==> src/rtl/seq_mult_n_pkg.sv <==
// Shared types and limits for the sequential shift-add multiplier.
package seq_mult_pkg;

  typedef enum logic [1:0] {
    IDLE = 2'd0,
    RUN  = 2'd1,
    DONE = 2'd2
  } state_t;

  localparam int WIDTH_MIN = 2;
  localparam int WIDTH_MAX = 32;

endpackage

==> src/rtl/seq_mult_n_if.sv <==
// Request/response bundle of the sequential multiplier.
interface seq_mult_n_if #(
  parameter int WIDTH = 8
);
  logic                 start;
  logic                 signed_mode;
  logic [WIDTH-1:0]     a;
  logic [WIDTH-1:0]     b;
  logic                 ready;
  logic                 busy;
  logic                 done;
  logic [2*WIDTH-1:0]   p;

  modport master (
    output start, signed_mode, a, b,
    input  ready, busy, done, p
  );

  modport slave (
    input  start, signed_mode, a, b,
    output ready, busy, done, p
  );
endinterface

==> src/rtl/seq_mult_n_add_nbit.sv <==
// Full-adder cell and the ripple adder built from it; results wrap modulo 2^N.
module fa_cell (
  input  logic i_a,
  input  logic i_b,
  input  logic i_c,
  output logic o_s,
  output logic o_c
);
  assign o_s = i_a ^ i_b ^ i_c;
  assign o_c = (i_a & i_b) | (i_c & (i_a ^ i_b));
endmodule

module add_nbit #(
  parameter int N = 16
) (
  input  logic [N-1:0] i_a,
  input  logic [N-1:0] i_b,
  input  logic         i_cin,
  output logic [N-1:0] o_sum
);
  logic [N-1:0] w_c;

  assign w_c[0] = i_cin;

  for (genvar g = 0; g < N - 1; g++) begin : g_fa
    fa_cell u_fa (
      .i_a (i_a[g]),
      .i_b (i_b[g]),
      .i_c (w_c[g]),
      .o_s (o_sum[g]),
      .o_c (w_c[g+1])
    );
  end

  // Carry out of the top bit is never needed, so only its sum is formed.
  assign o_sum[N-1] = i_a[N-1] ^ i_b[N-1] ^ w_c[N-1];
endmodule

==> src/rtl/seq_mult_n.sv <==
// Sequential WIDTH x WIDTH multiplier: one partial product per cycle, signed
// operands handled by sign-extending a and subtracting the MSB term of b.
module seq_mult_n
  import seq_mult_pkg::*;
#(
  parameter int WIDTH = 8
) (
  input  logic        clk,
  input  logic        rst,
  seq_mult_n_if.slave bus
);
  localparam int PW = 2 * WIDTH;
  localparam int CW = $clog2(WIDTH) + 1;

  if (WIDTH < WIDTH_MIN || WIDTH > WIDTH_MAX) begin : g_width_chk
    $error("seq_mult_n: WIDTH outside supported range");
  end

  state_t          r_state;
  state_t          w_next;
  logic [CW-1:0]   r_cnt;
  logic [PW-1:0]   r_acc;
  logic [PW-1:0]   r_mcand;
  logic [WIDTH-1:0] r_mplier;
  logic            r_sm;
  logic [PW-1:0]   r_p;

  logic            w_last;
  logic            w_sub;
  logic [PW-1:0]   w_pp;
  logic [PW-1:0]   w_addend;
  logic [PW-1:0]   w_sum;
  logic [PW-1:0]   w_a_ext;

  assign w_last   = (r_cnt == CW'(WIDTH - 1));
  // In signed mode the MSB of b carries weight -2^(W-1): add its term negated.
  assign w_sub    = r_sm & w_last;
  assign w_pp     = r_mplier[0] ? r_mcand : '0;
  assign w_addend = w_sub ? ~w_pp : w_pp;
  assign w_a_ext  = {{WIDTH{bus.signed_mode & bus.a[WIDTH-1]}}, bus.a};

  add_nbit #(.N(PW)) u_add (
    .i_a   (r_acc),
    .i_b   (w_addend),
    .i_cin (w_sub),
    .o_sum (w_sum)
  );

  always_ff @(posedge clk or posedge rst) begin
    if (rst) begin
      r_state <= IDLE;
    end else begin
      r_state <= w_next;
    end
  end

  always_comb begin
    w_next = r_state;
    case (r_state)
      IDLE:    if (bus.start) w_next = RUN;
      RUN:     if (w_last) w_next = DONE;
      DONE:    w_next = IDLE;
      default: w_next = IDLE;
    endcase
  end

  always_comb begin
    bus.ready = 1'b0;
    bus.busy  = 1'b0;
    bus.done  = 1'b0;
    case (r_state)
      IDLE:    bus.ready = 1'b1;
      RUN:     bus.busy  = 1'b1;
      DONE: begin
        bus.busy = 1'b1;
        bus.done = 1'b1;
      end
      default: bus.ready = 1'b0;
    endcase
  end

  always_ff @(posedge clk or posedge rst) begin
    if (rst) begin
      r_cnt    <= '0;
      r_acc    <= '0;
      r_mcand  <= '0;
      r_mplier <= '0;
      r_sm     <= 1'b0;
      r_p      <= '0;
    end else begin
      case (r_state)
        IDLE: begin
          if (bus.start) begin
            r_cnt    <= '0;
            r_acc    <= '0;
            r_mcand  <= w_a_ext;
            r_mplier <= bus.b;
            r_sm     <= bus.signed_mode;
          end
        end
        RUN: begin
          r_acc    <= w_sum;
          r_mcand  <= r_mcand << 1;
          r_mplier <= r_mplier >> 1;
          r_cnt    <= r_cnt + CW'(1);
          if (w_last) r_p <= w_sum;
        end
        default: ;
      endcase
    end
  end

  assign bus.p = r_p;
endmodule

==> src/flat_wrapper.sv <==
// flat-port wrapper written by rule: the top's interface ports become plain ports
module seq_mult_n_flat import seq_mult_pkg::*;
#(
  parameter int WIDTH = 8
)
  (clk, rst, bus_start, bus_signed_mode, bus_a, bus_b, bus_ready, bus_busy, bus_done, bus_p);
  seq_mult_n_if #(.WIDTH(WIDTH)) bus_i ();
  input  logic clk;
  input  logic rst;
  input wire logic [$bits(bus_i.start)-1:0] bus_start;
  input wire logic [$bits(bus_i.signed_mode)-1:0] bus_signed_mode;
  input wire logic [$bits(bus_i.a)-1:0] bus_a;
  input wire logic [$bits(bus_i.b)-1:0] bus_b;
  output wire logic [$bits(bus_i.ready)-1:0] bus_ready;
  output wire logic [$bits(bus_i.busy)-1:0] bus_busy;
  output wire logic [$bits(bus_i.done)-1:0] bus_done;
  output wire logic [$bits(bus_i.p)-1:0] bus_p;
  assign bus_i.start = bus_start;
  assign bus_i.signed_mode = bus_signed_mode;
  assign bus_i.a = bus_a;
  assign bus_i.b = bus_b;
  assign bus_ready = bus_i.ready;
  assign bus_busy = bus_i.busy;
  assign bus_done = bus_i.done;
  assign bus_p = bus_i.p;
  seq_mult_n #(.WIDTH(WIDTH)) u_core (.clk(clk), .rst(rst), .bus(bus_i));
endmodule
==> config.mk <==
export PLATFORM = sky130hd
export DESIGN_NAME = seq_mult_n_flat
export DESIGN_NICKNAME = d
export VERILOG_FILES = /design/src/rtl/seq_mult_n_pkg.sv /design/src/rtl/seq_mult_n_if.sv /design/src/rtl/seq_mult_n_add_nbit.sv /design/src/rtl/seq_mult_n.sv /design/src/flat_wrapper.sv
export SDC_FILE = /design/constraint.sdc
export NUM_CORES = 1
export LEC_CHECK = 0
export CAP_MARGIN = 10
export CELL_PAD_IN_SITES_DETAIL_PLACEMENT = 0
export CELL_PAD_IN_SITES_GLOBAL_PLACEMENT = 1
export CORE_MARGIN = 2
export CORE_UTILIZATION = 40
export CTS_CLUSTER_SIZE = 25
export DETAILED_ROUTE_END_ITERATION = 6
export GPL_TIMING_DRIVEN = 1
export PLACE_DENSITY = 0.8
export SYNTH_ARGS = -nofsm -noshare
export SYNTH_HDL_FRONTEND = slang
export SYNTH_SLANG_ARGS = --single-unit
==> constraint.sdc <==
create_clock -name clk -period 7.8 [get_ports clk]
set_input_delay 0.78 -clock clk [delete_from_list [all_inputs] [get_ports clk]]
set_output_delay 0.78 -clock clk [all_outputs]
set_load 0.005 [all_outputs]
==> impl_metrics.env <==
export IMPL_wl_per_cell_um=14.6
export IMPL_die_w_um=93.7
export IMPL_grt_max_degree=64
export IMPL_core_area_sq_um=7770
export IMPL_synth_top_family_by_area="compound AO/OA/AOI/OAI gates"
export IMPL_die_h_um=93.7
export IMPL_pre_cts_ws_ns=0.373
export IMPL_area_delta_synth_final_pct=20.4
export IMPL_groute_usage_overall=0.161
export IMPL_synth_xor_xnor_area_share=0.0505
export IMPL_tritoncts="yes"
export IMPL_antenna_found_initial=0
export IMPL_tns_ns=0
export IMPL_place_area_sq_um=3670
export IMPL_path_class="flip-flop to flip-flop"
export IMPL_synth_cell_type_count=35
export IMPL_instances_no_fill=427
export IMPL_slowest_delay_ns=0.47
export IMPL_clock_fmax_mhz=136
export IMPL_cts_resized=0
export IMPL_post_cts_buffers=0
export IMPL_cp_num_buf_inv=1
export IMPL_ant_nets=0
export IMPL_crit_required_ns=8.06
export IMPL_ys_seq_elements=63
export IMPL_setup_viol=0
export IMPL_yosys_warnings=0
export IMPL_cts_buffers=9
export IMPL_finalCoreUtilization=0.499
export IMPL_synthMuxAreaShare=0.0746
export IMPL_period_minus_slack_ns=7.38
export IMPL_die_area_sq_um=8790
export IMPL_worst_slack_ns=0.425
export IMPL_rsz0062_at_grt="no"
export IMPL_worst_pin_slew_ns=0.892
export IMPL_synth_area_top_cells="dfrtp_1, fa_1, nand2_1"
export IMPL_diodes=0
export IMPL_max_slew_margin_rel=0.402
export IMPL_post_dp_hpwl_mm=4.24
export IMPL_syn_nets=323
export IMPL_syn_cell_area_sq_um=3220
export IMPL_finalPower_mw=1.34
export IMPL_gr_total_overflow=0
export IMPL_cts_buffer_depth=2
export IMPL_htreeDepth=3
export IMPL_yosysTopAreaCell="dfrtp_1"
export IMPL_layout_nets=358
export IMPL_crit_fanout=5
export IMPL_final_hold_violation_count=0
export IMPL_drtIter0Drc=118
export IMPL_synth_area_per_cell_sq_um=11.3
export IMPL_viasPerCell=5.00
export IMPL_place_congestion=0.729
export IMPL_clkTransAtPathRegs_ns=0.07
export IMPL_ios=39
export IMPL_power_density_nw_per_um2=346
export IMPL_ys_flop_type="dfrtp_1"
export IMPL_num_vias=2133
export IMPL_slowest_stage="fa_1"
export IMPL_slew_violations=0
export IMPL_ys_async_sr_fraction=1.00
export IMPL_stdcell_area_sq_um=3880
export IMPL_outcome="finished clean"
export IMPL_synth_edf_count=0
export IMPL_final_period_utilization=0.946
export IMPL_cp_cell_sequence="ha_1, nand4b_4, xor2_1, fa_1, fa_1, fa_1, fa_1, fa_1, fa_1, fa_1, fa_1, fa_1, fa_1, fa_1, fa_1, inv_1, fa_1, fa_1, xnor2_1, xnor3_1, o21ai_1"
export IMPL_placed_cells=411
export IMPL_vdd_ir_drop_worst_mv=0.244
export IMPL_cts_root_buf="clkbuf_8"
export IMPL_firstDrtPassIters=4
export IMPL_grt_pass1_wl_mm=10.8
export IMPL_port_buffers=38
export IMPL_grt_pass1_vias=2256
export IMPL_drt_drc_violations_left=0
export IMPL_skew_ns=0.00421
export IMPL_crit_arrival_ns=7.63
export IMPL_yosysSeqAreaShare=0.490
export IMPL_p_leak_nw=1.79
export IMPL_routed_wl_mm=6.24
export IMPL_rows=32
export IMPL_clock_sinks=63
export IMPL_hold_path_class="flip-flop to flip-flop"
export IMPL_synthAdderAreaFrac=0.103
export IMPL_drive_above_1_share=0.114
export IMPL_timing_critical_path_mode_cell="fa_1"
export IMPL_whs_ns=0.486
export IMPL_netlist_instances=285
export IMPL_synthSimpleGateAreaFrac=0.0812
export IMPL_synth_compound_area_frac=0.149
export IMPL_cp_end_kind="flip-flop"
export IMPL_cpLargestDelayFamily="adder cells"
export IMPL_clock_latency_ns=0.35
export IMPL_cts_hold_buf=0
export IMPL_cp_start_kind="flip-flop"
export IMPL_yosysTopAreaCellShare=0.490
export IMPL_maxCapViolCount=0
export IMPL_start_util=0.415
[metal layers]
layer / up-vias / track usage / share of wire / routed length, um
li1: 1044 / - / - / -
met1: 1030 / 0.219 / 0.48 / 2970
met5: - / 0 / 0 / 0
met3: 12 / 0.0562 / 0.046 / 288
met2: 47 / 0.239 / 0.46 / 2880
met4: 0 / 0.0568 / 0.017 / 108
[sequential cells by signal, summed over array words and instances (netlist names)]
register	count
u_core.r_acc	16
u_core.r_mcand	16
u_core.r_sm	1
u_core.r_state	2
u_core.bus.p	16
u_core.r_mplier	8
u_core.r_cnt	4
[cell usage after synthesis (3+ instances only)]
cell / count
a21oi_1: 9
o21ai_0: 26
mux2_2: 13
a31oi_1: 4
clkbuf_1: 5
mux2i_1: 8
dfrtp_1: 63
buf_4: 4
xnor2_1: 4
xor2_1: 12
and3b_1: 3
fa_1: 14
inv_1: 17
nor2_1: 3
o21ai_1: 5
ha_1: 4
nand2_1: 41
a22oi_1: 7
a22o_1: 17
buf_2: 9
nor2b_1: 3
[cell type report]
| class | instances | area [sq um] |
|---|---|---|
| multi-input cells | 186 | 1480 |
| fillers | 729 | 3890 |
| clock buffers | 13 | 169 |
| inverters | 17 | 63.8 |
| well taps | 102 | 128 |
| repair buffers | 43 | 418 |
| clock inverters | 3 | 40.0 |
| flip-flops and latches | 63 | 1580 |
[cell families (layout without fill, tap and decap cells)]
group                      after synthesis  count (layout)
adders and majority gates               18              18
buffers and inverters                   36              76
muxes                                   22              22
xor gates and xnor gates                17              17
and+or+nand+nor                         55              55
AOI/OAI and AO/OA                       74              74
DFF                                     63              63
[final timing paths]
check | startpoint | to | slack, ns | depth (start not counted)
worst max-delay path | u_core.r_cnt[0] | u_core.bus.p[15] | 0.42 | 21
worst min-delay path | u_core.bus.p[13] | u_core.bus.p[13] | 0.49 | 2
worst max register to register | u_core.r_cnt[0] | u_core.bus.p[15] | 0.42 | 21
worst min register to register | u_core.bus.p[13] | u_core.bus.p[13] | 0.49 | 2
max in group asynchronous | rst | u_core.r_mplier[7] | 6.28 | 3
min in group asynchronous | rst | u_core.bus.p[14] | 0.98 | 3
[power by group]
part           internal [mW]  switching [mW]  total (mW)
Clock                  0.173           0.123       0.296
Combinational          0.243           0.274       0.516
Sequential             0.445          0.0871       0.532
Total                  0.860           0.484        1.34
[placed cells by master, fill, tap and decap left out, types with 5 or more instances in the layout]
master / count
clkbuf_8: 12
mux2_2: 13
mux2i_1: 8
buf_4: 5
nand2_1: 41
a22oi_1: 7
o21ai_0: 26
a22o_1: 17
clkdlybuf4s50_1: 38
xor2_1: 12
o21ai_1: 5
a21oi_1: 9
dfrtp_1: 63
fa_1: 14
inv_1: 16
[worst min-delay path, delay by kind of cell, from the launching register on]
family	cells	cell delay, ns
compound gates	1	0.06
flops	1	0.35
simple gates	1	0.05
Power figures use the tool's default switching activity.
